### src/rtl/adc_scan_seq.sv
// adc_scan_seq: conversion sequencer for the 10-bit SAR ADC core.
//
// Walks the enabled channels of a latched mask, one conversion per channel. Each
// conversion holds st_conv high for SAMPLE_CYC cycles and then waits for the ADC's
// asynchronous adc_done. A pending offset calibration runs as an extra conversion
// (cal=1) ahead of a scan. A change of the requested step mode re-resets the ADC core
// before any further scan is accepted.
//
// Ports:
//   clkin, rst            controller clock, asynchronous active-high reset
//   start, ch_mask        one-cycle scan request and channel enable mask (sampled at start)
//   cal_req               one-cycle calibration request (held pending until next start)
//   mode_12b              requested ADC step mode, acted on only while idle
//   st_conv, cal,         ADC controls: sample/convert strobe, calibration select,
//   sel_12b, adc_rst      step mode, ADC core reset
//   ch_sel                analog input mux select
//   adc_done, adc_result  ADC completion (asynchronous) and 10-bit result
//   res_valid/ready/data  result handshake; res_ch is the channel of res_data
//   busy                  high while a calibration or scan is in progress
//   cal_done              one-cycle pulse when the calibration conversion completes
//   timeout_err           sticky; set on a conversion timeout, cleared by the next start
module adc_scan_seq #(
   parameter int unsigned NCH        = 4,
   parameter int unsigned CHW        = 2,
   parameter int unsigned SAMPLE_CYC = 4,
   parameter int unsigned TIMEOUT    = 64,
   parameter int unsigned RST_CYC    = 2
) (
   input  logic           clkin,
   input  logic           rst,
   input  logic           start,
   input  logic [NCH-1:0] ch_mask,
   input  logic           cal_req,
   input  logic           mode_12b,
   output logic           st_conv,
   output logic           cal,
   output logic           sel_12b,
   output logic           adc_rst,
   output logic [CHW-1:0] ch_sel,
   input  logic           adc_done,
   input  logic [9:0]     adc_result,
   output logic           res_valid,
   input  logic           res_ready,
   output logic [9:0]     res_data,
   output logic [CHW-1:0] res_ch,
   output logic           busy,
   output logic           cal_done,
   output logic           timeout_err
);

   // One counter serves the ADC reset, sample and timeout phases.
   localparam int unsigned CntMax = TIMEOUT + SAMPLE_CYC + RST_CYC;
   localparam int unsigned CntW   = $clog2(CntMax + 1);

   localparam logic [CntW-1:0] RstLast  = CntW'(RST_CYC - 1);
   localparam logic [CntW-1:0] SampLast = CntW'(SAMPLE_CYC - 1);
   localparam logic [CntW-1:0] ToLast   = CntW'(TIMEOUT - 1);

   typedef enum logic [2:0] {
      StArst,
      StIdle,
      StCsamp,
      StCconv,
      StSamp,
      StConv,
      StOut
   } state_e;

   state_e          state_q, state_d;
   logic [CntW-1:0] cnt_q, cnt_d;
   logic [NCH-1:0]  mask_q, mask_d;
   logic [CHW-1:0]  ch_sel_q, ch_sel_d;
   logic            cal_pend_q, cal_pend_d;
   logic            sel_12b_q, sel_12b_d;
   logic            st_conv_q, st_conv_d;
   logic            cal_q, cal_d;
   logic            adc_rst_q, adc_rst_d;
   logic            busy_q, busy_d;
   logic            res_valid_q, res_valid_d;
   logic [9:0]      res_data_q, res_data_d;
   logic [CHW-1:0]  res_ch_q, res_ch_d;
   logic            cal_done_q, cal_done_d;
   logic            timeout_err_q, timeout_err_d;

   // adc_done synchronizer; the third flop only remembers the previous synchronized
   // value for rising-edge detection.
   logic done_s1_q, done_s1_d;
   logic done_s2_q, done_s2_d;
   logic done_s3_q, done_s3_d;
   logic done_rise;

   assign done_s1_d = adc_done;
   assign done_s2_d = done_s1_q;
   assign done_s3_d = done_s2_q;
   assign done_rise = done_s2_q & ~done_s3_q;

   // Channel search helpers. Loops run downwards so the lowest qualifying bit wins.
   logic           first_found;
   logic [CHW-1:0] first_ch;
   logic [CHW-1:0] scan_first_ch;
   logic           next_found;
   logic [CHW-1:0] next_ch;

   always_comb begin
      first_found   = 1'b0;
      first_ch      = '0;
      scan_first_ch = '0;
      next_found    = 1'b0;
      next_ch       = '0;
      for (int i = NCH - 1; i >= 0; i--) begin
         if (ch_mask[i]) begin
            first_found = 1'b1;
            first_ch    = CHW'(i);
         end
         if (mask_q[i]) begin
            scan_first_ch = CHW'(i);
         end
         if (mask_q[i] && (i > int'(ch_sel_q))) begin
            next_found = 1'b1;
            next_ch    = CHW'(i);
         end
      end
   end

   always_comb begin
      state_d       = state_q;
      cnt_d         = cnt_q;
      mask_d        = mask_q;
      ch_sel_d      = ch_sel_q;
      cal_pend_d    = cal_pend_q;
      sel_12b_d     = sel_12b_q;
      res_data_d    = res_data_q;
      res_ch_d      = res_ch_q;
      cal_done_d    = 1'b0;
      timeout_err_d = timeout_err_q;

      unique case (state_q)
         StArst: begin
            if (cnt_q == RstLast) begin
               state_d = StIdle;
               cnt_d   = '0;
            end else begin
               cnt_d = cnt_q + CntW'(1);
            end
         end

         StIdle: begin
            cnt_d = '0;
            // A mode change wins over a same-cycle start; that start is lost.
            if (mode_12b != sel_12b_q) begin
               state_d   = StArst;
               sel_12b_d = mode_12b;
            end else if (start && first_found) begin
               mask_d        = ch_mask;
               ch_sel_d      = first_ch;
               timeout_err_d = 1'b0;
               state_d       = cal_pend_q ? StCsamp : StSamp;
            end
         end

         StCsamp, StSamp: begin
            if (cnt_q == SampLast) begin
               cnt_d   = '0;
               state_d = (state_q == StCsamp) ? StCconv : StConv;
            end else begin
               cnt_d = cnt_q + CntW'(1);
            end
         end

         StCconv: begin
            if (done_rise) begin
               cal_done_d = 1'b1;
               cal_pend_d = 1'b0;
               ch_sel_d   = scan_first_ch;
               cnt_d      = '0;
               state_d    = StSamp;
            end else if (cnt_q == ToLast) begin
               // cal_pend stays set so the calibration is retried at the next start.
               timeout_err_d = 1'b1;
               cnt_d         = '0;
               state_d       = StIdle;
            end else begin
               cnt_d = cnt_q + CntW'(1);
            end
         end

         StConv: begin
            if (done_rise) begin
               res_data_d = adc_result;
               res_ch_d   = ch_sel_q;
               cnt_d      = '0;
               state_d    = StOut;
            end else if (cnt_q == ToLast) begin
               timeout_err_d = 1'b1;
               cnt_d         = '0;
               state_d       = StIdle;
            end else begin
               cnt_d = cnt_q + CntW'(1);
            end
         end

         StOut: begin
            if (res_ready) begin
               cnt_d = '0;
               if (next_found) begin
                  ch_sel_d = next_ch;
                  state_d  = StSamp;
               end else begin
                  state_d = StIdle;
               end
            end
         end

         default: begin
            state_d = StArst;
            cnt_d   = '0;
         end
      endcase

      // Requests arriving at any time are remembered; set wins over a same-cycle clear.
      if (cal_req) begin
         cal_pend_d = 1'b1;
      end
   end

   // Registered outputs decoded from the next state. busy stays low in ARST, which is
   // housekeeping rather than a scan.
   always_comb begin
      st_conv_d   = (state_d == StSamp) || (state_d == StCsamp);
      cal_d       = (state_d == StCsamp) || (state_d == StCconv);
      adc_rst_d   = (state_d == StArst);
      busy_d      = (state_d != StIdle) && (state_d != StArst);
      res_valid_d = (state_d == StOut);
   end

   always_ff @(posedge clkin or posedge rst) begin
      if (rst) begin
         state_q       <= StArst;
         cnt_q         <= '0;
         mask_q        <= '0;
         ch_sel_q      <= '0;
         cal_pend_q    <= 1'b0;
         sel_12b_q     <= 1'b0;
         st_conv_q     <= 1'b0;
         cal_q         <= 1'b0;
         adc_rst_q     <= 1'b1;
         busy_q        <= 1'b0;
         res_valid_q   <= 1'b0;
         res_data_q    <= '0;
         res_ch_q      <= '0;
         cal_done_q    <= 1'b0;
         timeout_err_q <= 1'b0;
         done_s1_q     <= 1'b0;
         done_s2_q     <= 1'b0;
         done_s3_q     <= 1'b0;
      end else begin
         state_q       <= state_d;
         cnt_q         <= cnt_d;
         mask_q        <= mask_d;
         ch_sel_q      <= ch_sel_d;
         cal_pend_q    <= cal_pend_d;
         sel_12b_q     <= sel_12b_d;
         st_conv_q     <= st_conv_d;
         cal_q         <= cal_d;
         adc_rst_q     <= adc_rst_d;
         busy_q        <= busy_d;
         res_valid_q   <= res_valid_d;
         res_data_q    <= res_data_d;
         res_ch_q      <= res_ch_d;
         cal_done_q    <= cal_done_d;
         timeout_err_q <= timeout_err_d;
         done_s1_q     <= done_s1_d;
         done_s2_q     <= done_s2_d;
         done_s3_q     <= done_s3_d;
      end
   end

   assign st_conv     = st_conv_q;
   assign cal         = cal_q;
   assign sel_12b     = sel_12b_q;
   assign adc_rst     = adc_rst_q;
   assign ch_sel      = ch_sel_q;
   assign busy        = busy_q;
   assign res_valid   = res_valid_q;
   assign res_data    = res_data_q;
   assign res_ch      = res_ch_q;
   assign cal_done    = cal_done_q;
   assign timeout_err = timeout_err_q;

endmodule

### config.mk
export PLATFORM = sky130hd
export DESIGN_NAME = adc_scan_seq
export DESIGN_NICKNAME = d
export VERILOG_FILES = /design/src/rtl/adc_scan_seq.sv
export SDC_FILE = /design/constraint.sdc
export NUM_CORES = 1
export LEC_CHECK = 0
export ABC_AREA = 1
export CORE_ASPECT_RATIO = 1.75
export CORE_UTILIZATION = 35
export DETAILED_ROUTE_END_ITERATION = 10
export GPL_ROUTABILITY_DRIVEN = 0
export SKIP_CTS_REPAIR_TIMING = 1
export SYNTH_ARGS = -nofsm -noshare
export SYNTH_HDL_FRONTEND = slang
export SYNTH_SLANG_ARGS = --single-unit
### constraint.sdc
create_clock -name clkin -period 2.76 [get_ports clkin]
set_clock_uncertainty 0.2 [all_clocks]
set_input_delay 0.69 -clock clkin [delete_from_list [all_inputs] [get_ports clkin]]
set_output_delay 0.69 -clock clkin [all_outputs]
set_load 0.005 [all_outputs]
After elaboration in Yosys (flattened, before gate mapping)
Index checks and enable logic that the tools add are counted.
{"block": "op_classes", "n_addsub": 1, "order_cmp": 3, "n_eq_ne": 22, "mux": 52, "bitwise": 3, "reduce_logical": 22}
{"operator": "7-bit two-way mux", "n": 5}
{"operator": "3-bit two-way mux", "n": 11}
{"operator": "2-bit two-way mux", "n": 16}
{"operator": "7-bit case mux with 4 select lines", "n": 1}
{"operator": "3-bit case mux with 6 select lines", "n": 1}
{"operator": "1-bit two-way mux", "n": 16}
{"operator": "3-bit == test, second input constant", "n": 5}
{"operator": "3-bit by 2-bit == test with 1-bit output, second input constant", "n": 4}
{"operator": "2-bit inequality test, second input constant", "n": 6}
{"operator": "7-bit by 1-bit adder with 7-bit output, second input constant", "n": 1}
{"operator": "7-bit by 1-bit == test with 1-bit output, second input constant", "n": 1}
{"operator": "7-bit by 2-bit == test with 1-bit output, second input constant", "n": 1}
{"operator": "7-bit by 6-bit == test with 1-bit output, second input constant", "n": 1}
{"operator": "3-bit logical NOT", "n": 2}
{"operator": "2-bit case mux with 3 select lines", "n": 1}
{"operator": "2-bit AND reduction", "n": 3}
{"operator": "6-bit AND reduction", "n": 1}
{"operator": "2-bit nonzero test", "n": 3}
{"operator": "3-bit nonzero test", "n": 2}
{"operator": "1-bit logical AND", "n": 5}
{"operator": "5-bit AND reduction", "n": 1}
{"operator": "2-bit > comparator, first input constant", "n": 2}
{"operator": "2-bit OR reduction", "n": 2}
{"operator": "3-bit by 1-bit == test with 1-bit output, second input constant", "n": 1}
{"operator": "other kinds (9)", "n": 11}
{"block": "word_totals", "regBits": 40, "inputBits": 21, "output_inout_bits": 22, "wordCells": 121}

Longest topological paths before layout
Gate-level depths: netlist of run 1.
{"block": "depth", "ltp_word": 10, "depth_mapped": 10, "ltp_nobuf": 10}

Least setup slack after synthesis of run 1
No wires, ideal clock.
{"block": "synth_timing", "path_type": "input port to flip-flop", "from": "input port mode_12b", "to": "register st_conv_q, in the netlist st_conv", "setup_ps": 117, "arrival_time_ps": 1419, "t_required_ps": 2443, "path_slack_ps": 1023, "cell_stages": 8, "cell_sequence": "xnor2_1 nand2_1 nor2_4 nand2_2 nand3_2 inv_2 nand3_1 nand2_1"}
{"block": "synth_via", "elab_chain_cells": 5, "word_cells_on_any_way": 6, "cone_classes": "3 x eq/ne; 2 x mux; 1 x reduce/logical"}
{"item": "from (decl)", "line_no": "34", "source": "input logic mode_12b,"}
{"item": "1-bit inequality test *", "line_no": "150", "source": "if (mode_12b != sel_12b_q) begin"}
{"item": "3-bit two-way mux *", "line_no": "150"}
{"item": "3-bit case mux with 6 select lines *", "line_no": "137", "source": "unique case (state_q)"}
{"item": "named net state_d[1]", "line_no": "69", "source": "state_e state_q, state_d;"}
{"item": "3-bit == test / 3-bit by 2-bit == test with 1-bit output (equally long branches)", "line_no": "229", "source": "st_conv_d = (state_d == StSamp) || (state_d == StCsamp);"}
{"item": "1-bit logical OR *", "line_no": "229"}
{"item": "named net st_conv_d", "line_no": "75", "source": "logic st_conv_q, st_conv_d;"}
{"item": "to (signal assigned)", "line_no": "263", "source": "st_conv_q <= st_conv_d;"}
{"item": "to (decl)", "line_no": "75"}
The timed path passes the listed nets; every way through them passes the cells marked *.
A chain may end at the register's enable or synchronous reset.

Worst setup path in the final report of run 1
{"block": "layout_timing", "from": "register adc_rst_q, in the netlist adc_rst", "to": "output port adc_rst"}
{"item": "from (decl)", "line_no": "77", "source": "logic adc_rst_q, adc_rst_d;"}
{"item": "from (signal assigned)", "line_no": "265", "source": "adc_rst_q <= adc_rst_d;"}
{"item": "to (decl)", "line_no": "38", "source": "output logic adc_rst,"}
No word-level cell between the ends.

==> impl_metrics.toml, run 1 <==
[cts]
cts_buffers = 5
cts_tree = "yes"
cts.path.max_buffers = 2
cts.clk_slew.worst_paths_ps = 70
cts_num_sinks = 40
root_buffer = "clkbuf_8"
clk_latency_ps = 290
htreeDepth = 2

[sta]
drv_slew = 0
setup_viol = 0
period_minus_slack_ps = 2180
hold_viol_final = 0
fmaxAchievable_mhz = 458
tns_ps = 0
max_slew_margin_pct = 65.6
worstMarginPinSlew_ps = 516
finalCritPeriodShare_pct = 79.1
fin_hold_ws_ps = 153
rsz0062_at_grt = "false"
worst_slack_ps = 577

[detailed_routing]
drt-pass1-iter-count = 4
wl_mm = 4.29
via_per_inst = 4.61
wl_met3_um = 141
highest_layer = "met4"
wl_met2_mm = 2.31
route.detailed.drc = 0
wl_met1_mm = 1.76
antenna_left = 0
drt-wirelength-per-cell_um = 11.4
drtIter0Drc = 32
vias = 1733

[final_layout]
final_area_um2 = 2610
nFillCells = 563
nets = 324
diodes = 0
finalCoreUtilization_pct = 48.8
syn2layout_area_growth_pct = 32.8
layout-drive-gt1-share_pct = 8.28

[synthesis]
ys_ff_latch = 40
seq_area_frac_synth_pct = 51.0
syn-num-nets = 275
syn_inst = 252
synthDistinctLibCells = 27
avgSynthCellArea_um2 = 7.80
yosys_warnings = 0
syn_area_um2 = 1960

[pwr]
power_frac_clock_pct = 21.1
intPower_w = 0.00159
power_density_nw_per_um2 = 937
switching_power_w = 0.000856
switching_share_pct = 35.0
pwr-share-comb_pct = 40.4
ir_drop_uv = 480
leakage_nw = 1.32
pwr-share-seq_pct = 38.6

[placement]
port_buffers = 42
dpl_cell_area_um2 = 2480
hpwl_mm = 3.29
dp_slack_ps = 324

[floorplan]
ios = 43
num_rows = 35
coreArea_um2 = 5340
die-width_um = 58.6
die-area_um2 = 5930
start_util_pct = 36.8
chipHeight_um = 101

[worst_setup_path]
crit_type = "reg -> out"
cp.buffers_inverters = 1
critPathTopFamily = "flip-flops"
critPathMaxFanout = 1
critPathArrivalTime_ps = 1290
endpoint_kind = "primary output"
cp-start-kind = "flop"
cp_data_required_time_ps = 1870
cp_slowest_cell = "dfstp_2"
cp_cell_sequence = "clkdlybuf4s50_1"
max_stage_delay_ps = 520

[grt]
gr-total-overflow = 0
grt_usage_pct = 16.4
antenna_found_initial = 0
grt_pass1_wl_mm = 7.37
grt_start_max_net_pins = 41
grt_pass1_vias = 1704

[min_path]
hp-class = "reg -> reg"

[run_status]
status = "finished clean"

[run]
cap_violations = 0
==> cell usage in the layout, fill, tap and decap left out, types with 2 or more instances in the layout <==
cell,count
ha_1,2
o21ai_1,2
clkdlybuf4s50_1,42
inv_2,6
a21oi_1,4
o21ai_0,16
nand4_1,4
clkbuf_8,7
nand3_2,4
nor2_1,22
nand3_1,19
nand2_1,85
buf_4,2
xor2_1,2
dfrtp_1,39
inv_1,32
==> cell type report <==
cell class | instances | area [um2] | share of cell area, %
inverters | 39 | 146 | 5.61
clock buffers | 7 | 96.3 | 3.69
repair buffers | 44 | 435 | 16.7
flip-flops and latches | 40 | 1000 | 38.4
well taps | 74 | 92.6 | 3.55
multi-input cells | 171 | 806 | 30.9
clock inverters | 1 | 30.0 | 1.15
==> power groups by stage <==
stage	clock network, W	registers (W)	logic [W]
CTS	0.000531	0.000946	0.00101
floorplan	0	0.000943	0.000571
detailed placement	0	0.000956	0.00100
finish	0.000515	0.000943	0.000987
global placement	0	0.000950	0.000993
global route	0.000559	0.000972	0.00114
==> path summary, 6_finish.rpt <==
path | from | to | slack [ps] | cells past startpoint
max in group asynchronous | rst | adc_rst | 1360 | 3
worst min-delay path | done_s1_q | done_s2_q | 150 | 0
worst max register to register | cnt_q[0] | cnt_q[3] | 790 | 8
worst max-delay path | adc_rst | adc_rst | 580 | 1
worst min register to register | done_s1_q | done_s2_q | 150 | 0
min in group asynchronous | rst | res_data[0] | 620 | 3
==> cell families after synthesis <==
family                     Yosys count  share of synthesized area (%)
AOI/OAI and AO/OA                   28                           8.15
and+or+nand+nor                    138                           30.3
buffers and inverters               41                           7.96
adders and majority gates            2                           1.27
DFF                                 40                           51.0
xor gates and xnor gates             3                           1.34
==> Yosys cell counts <==
library cell / count / share of area [%]
nand3_1: 19 / 4.8
nor3_1: 1 / 0.25
nor2_1: 22 / 4.2
a21boi_1: 1 / 0.38
o211ai_2: 1 / 0.64
a21oi_1: 4 / 1.0
o21bai_1: 1 / 0.38
buf_2: 2 / 0.51
inv_1: 32 / 6.1
nand3_2: 4 / 2.0
dfrtp_1: 39 / 50
nand2_2: 1 / 0.32
a32o_1: 1 / 0.51
xnor2_1: 1 / 0.45
nand2_1: 85 / 16
nor2_4: 1 / 0.57
xor2_1: 2 / 0.89
dfstp_2: 1 / 1.3
ha_1: 2 / 1.3
o21ai_0: 16 / 4.1
nand4_1: 4 / 1.3
o21ai_1: 2 / 0.51
o22ai_1: 1 / 0.32
clkinv_1: 1 / 0.19
a31oi_1: 1 / 0.32
nor3_2: 1 / 0.51
inv_2: 6 / 1.1
==> metal layers <==
metal	track usage (%)	vias up
met3	3.21	5
met5	0	-
li1	-	887
met2	30.2	31
met1	18.1	810
met4	6.04	0
==> through the flow <==
step                std cells  power, W
finish                    376   0.00245
global route              376   0.00267
CTS                       376   0.00248
detailed placement        368   0.00196
global placement          368   0.00194
floorplan                 252   0.00151
==> state kept, by name, summed over array words and instances, names as in the netlist, 2 cells and up <==
name and flops:
res_data 10, state_q 3, mask_q 4, cnt_q 7
ch_sel 2, res_ch 2
Note: power is estimated with default switching activity, not from simulation.
==> run 2: changes to the inputs <==
- clock period: 2.76 -> 2.2 ns (I/O delays scaled with it)
==> run 2 against run 1 <==
Worst hold slack gained 0.70 ps. Sequential power increased by 25%. Combinational power is 29% higher. Wire length up 4.1%. Sequential cell count did not move. Total power increased by 21%. Die area is the same. Largest cell class unchanged. Highest routed layer unchanged. Count of clock-buffer cells in the layout is 1 higher.
==> impl_metrics.toml, run 2 (same netlist as run 1, synthesis figures left out) <==
[final_layout]
largest_reg_flops = 10
instances_no_fill = 384
layout-drive-gt1-share_pct = 10.0
syn2layout_area_growth_pct = 34.0
nets = 332
final_common_cell = "nand2_1"
finalCoreUtilization_pct = 49.3
diodes = 0
final_area_um2 = 2630
final_cell_mix = "85 x nand2_1, 42 x clkdlybuf4s50_1, 39 x dfrtp_1, 32 x inv_1, 22 x nor2_1"

[floorplan]
die-area_um2 = 5930
chipHeight_um = 101
start_util_pct = 36.8
coreArea_um2 = 5340
ios = 43
die-width_um = 58.6
num_rows = 35

[pwr]
pwr-share-seq_pct = 40.1
switching_share_pct = 37.0
intPower_w = 0.00186
power_density_nw_per_um2 = 1120
leakage_nw = 1.34
pwr-share-comb_pct = 42.9
ir_drop_uv = 479
power_frac_clock_pct = 17.0
switching_power_w = 0.00109

[cts]
clk_latency_ps = 290
root_buffer = "clkbuf_8"
htreeDepth = 2
cts.clk_slew.worst_paths_ps = 80
cts_tree = "yes"
cts_buffers = 5
cts.path.max_buffers = 2
cts_num_sinks = 40

[sta]
worst_slack_ps = 144
rsz0062_at_grt = "false"
fmaxAchievable_mhz = 486
hold_viol_final = 0
finalCritPeriodShare_pct = 93.4
tns_ps = 0
max_slew_margin_pct = 75.3
worstMarginPinSlew_ps = 371
setup_viol = 0
drv_slew = 0
period_minus_slack_ps = 2060

[min_path]
holdPathStages = 0
hp-class = "reg -> reg"
hold_start = "done_s1_q"
whs_endpoint = "done_s2_q"

[run]
cap_violations = 0

[placement]
hpwl_mm = 3.57
dp_slack_ps = -31.3
dpl_cell_area_um2 = 2540
port_buffers = 42
dp_cells = 376

[worst_setup_path]
critPathMaxFanout = 1
critPathArrivalTime_ps = 1310
rr_endpoint = "cnt_q[4]"
reg2regPathDepth = 8
timing.rr.start = "cnt_q[0]"
max_stage_delay_ps = 530
endpoint_kind = "primary output"
crit_type = "reg -> out"
cp.buffers_inverters = 1
r2r_setup_slack_ps = 210
cp_slowest_cell = "dfstp_2"
cp_cell_sequence = "clkdlybuf4s50_1"
critPathTopFamily = "flip-flops"
cp-start-kind = "flop"
cp_data_required_time_ps = 1450

[grt]
grt_usage_pct = 16.9
gr-total-overflow = 0
grt_pass1_vias = 1730
antenna_found_initial = 0
grt_pass1_wl_mm = 7.47
grt_start_max_net_pins = 24

[detailed_routing]
vias = 1742
drt-wirelength-per-cell_um = 11.6
route.detailed.drc = 0
via_per_inst = 4.54
antenna_left = 0
drt-pass1-iter-count = 4
wl_mm = 4.46
drtIter0Drc = 46

[run_status]
status = "finished clean"
-- run 2: changes by cell type in the layout (fill, tap and decap cells not counted) --
| cell | before | now |
|---|---|---|
| buf_4 | 2 | 10 |
| bufinv_16 | 1 | 0 |
| clkbuf_1 | 0 | 2 |
| clkbuf_8 | 7 | 6 |
-- run 2: how the worst max path moves through the flow --
stage	slack, ps	depth (start not counted)	from	to
2_1_floorplan	510	8	cnt_q[0]	cnt_q[3]
3_3_place_gp	4	11	ch_mask[2]	adc_rst
3_5_place_dp	-30	11	ch_mask[0]	st_conv
4_1_cts	130	1	adc_rst	adc_rst
5_1_grt	30	8	cnt_q[0]	cnt_q[0]
6_report	140	1	adc_rst	adc_rst
-- run 2: per-layer routing --
| metal | global-route usage (%) | part of all wire, % | up-vias |
|---|---|---|---|
| li1 | - | - | 901 |
| met1 | 16.0 | 38 | 802 |
| met2 | 33.3 | 57 | 31 |
| met3 | 3.08 | 2.9 | 8 |
| met4 | 7.69 | 2.3 | 0 |
| met5 | 0 | 0 | - |
-- run 2: layout make-up --
| class | instances | area, um2 |
|---|---|---|
| tap | 74 | 92.6 |
| clock buffer | 8 | 90.1 |
| inverter | 39 | 146 |
| timing repair buffer | 52 | 495 |
| fill | 549 | 2710 |
| multi-input combinational | 171 | 806 |
| sequential | 40 | 1000 |
-- run 2: power groups by stage --
stage               Clock (W)  Combinational, W  Sequential, W
floorplan                   0          0.000716        0.00118
global placement            0           0.00127        0.00119
detailed placement          0           0.00129        0.00120
CTS                  0.000521           0.00130        0.00118
global route         0.000550           0.00148        0.00121
finish               0.000501           0.00127        0.00118
-- run 2: stage by stage --
stage / total power (W) / hold slack, ps
after floorplan: 0.00190 / 131
final: 0.00295 / 154
after detailed placement: 0.00249 / 141
after global routing: 0.00324 / 164
after CTS: 0.00300 / 160
after global placement: 0.00247 / 132
==> run 3: changes to the inputs <==
- clock period: 2.2 -> 1.85 ns (I/O delays scaled with it)
==> run 3 against run 2 <==
Count of clock-buffer cells in the layout fell by 2. Cell area rose by 8.1%. Register-to-register slack got worse by 110 ps. Sequential cell count did not move.
==> impl_metrics.toml, run 3 (same netlist as run 1, synthesis figures left out) <==
[grt]
grt_pass1_vias = 1727
grt_pass1_wl_mm = 7.58
gr-total-overflow = 0
antenna_found_initial = 0
grt_usage_pct = 17.0
grt_start_max_net_pins = 24

[worst_setup_path]
cp_cell_sequence = "clkdlybuf4s50_1"
crit_type = "reg -> out"
reg2regPathDepth = 10
cp_slowest_cell = "clkdlybuf4s50_1"
critPathTopFamily = "buffers and inverters"
cp.depth = 1
cp-start-kind = "flop"
critPathMaxFanout = 2
rr_endpoint = "adc_rst"
critPathArrivalTime_ps = 1150
endpoint_kind = "primary output"
cp_data_required_time_ps = 1190
timing.rr.start = "cnt_q[1]"
startpoint = "res_data[1]"
r2r_setup_slack_ps = 100
crit_end = "res_data[1]"
cp.buffers_inverters = 1
max_stage_delay_ps = 500

[sta]
drv_slew = 0
fin_hold_ws_ps = 155
worstMarginPinSlew_ps = 384
fmaxAchievable_mhz = 552
hold_viol_final = 0
setup_viol = 0
worst_slack_ps = 37.7
max_slew_margin_pct = 74.3
finalCritPeriodShare_pct = 98.0
period_minus_slack_ps = 1810
tns_ps = 0

[placement]
dp_cells = 384
hpwl_mm = 3.63
port_buffers = 42
dp_slack_ps = -291

[detailed_routing]
via_per_inst = 4.61
drtIter0Drc = 58
drt-pass1-iter-count = 4
drt-wirelength-per-cell_um = 11.9
antenna_left = 0
vias = 1833
route.detailed.drc = 0
wl_mm = 4.73

[floorplan]
ios = 43
num_rows = 35
start_util_pct = 36.8
chipHeight_um = 101
coreArea_um2 = 5340
die-width_um = 58.6
die-area_um2 = 5930

[cts]
cts_buffers = 5
cts.clk_slew.worst_paths_ps = 70
cts_num_sinks = 40
root_buffer = "clkbuf_8"
cts.path.max_buffers = 2
cts_tree = "yes"
clk_latency_ps = 290
htreeDepth = 2

[final_layout]
syn2layout_area_growth_pct = 44.9
layout-drive-gt1-share_pct = 18.8
final_common_cell = "nand2_1"
instances_no_fill = 398
largest_reg_flops = 10
diodes = 0
nets = 346
nFillCells = 531
final_cell_mix = "81 x nand2_1, 37 x dfrtp_1, 31 x inv_1, 31 x clkdlybuf4s50_1, 23 x buf_4"
finalCoreUtilization_pct = 53.3

[pwr]
ir_drop_uv = 689
leakage_nw = 1.55
power_density_nw_per_um2 = 1370

[min_path]
hp-class = "reg -> reg"

[run_status]
status = "finished clean"

[run]
cap_violations = 0
run 3: per-layer routing:
layer  vias up  share of wire, %  GRT usage [%]
li1        926                 -              -
met1       860                39           17.8
met2        42                57           32.8
met3         5               2.9           2.44
met4         0               1.6           7.14
met5         -                 0              0
run 3: cell type report:
| class | instances | area, um2 | area share [%] |
|---|---|---|---|
| clock buffers | 6 | 72.6 | 2.55 |
| clock inverters | 2 | 35.0 | 1.23 |
| inverters | 39 | 146 | 5.14 |
| multi-input cells | 171 | 863 | 30.3 |
| flip-flops and latches | 40 | 1000 | 35.3 |
| well taps | 74 | 92.6 | 3.25 |
| repair buffers | 66 | 632 | 22.2 |
run 3: power breakdown:
group | internal (W) | switching [W]
logic | 0.000903 | 0.000899
clock network | 0.000400 | 0.000299
registers | 0.00119 | 0.000210
total | 0.00249 | 0.00141
run 3: worst min-delay path by stage:
stage / startpoint / end / slack (ps) / depth (start not counted)
after floorplan: done_s1_q / done_s2_q / 130 / 0
final: done_s1_q / done_s2_q / 160 / 0
after detailed placement: done_s1_q / done_s2_q / 140 / 0
after global placement: done_s1_q / done_s2_q / 130 / 0
after CTS: done_s1_q / done_s2_q / 160 / 0
after global routing: done_s1_q / done_s2_q / 180 / 0
run 3: metrics by stage:
stage | total power (W) | cell area, um2
floorplan | 0.00226 | 1960
global placement | 0.00302 | 2600
detailed placement | 0.00306 | 2600
CTS | 0.00377 | 2710
global route | 0.00421 | 2850
finish | 0.00390 | 2850
run 3: worst register-to-register path: cells and delay by family (launching register included):
kind	cells	cell delay (ps)
buffers and inverters	3	290
DFF	1	410
and+or+nand+nor	5	460
adders and majority gates	1	160
AOI/OAI and AO/OA	1	160
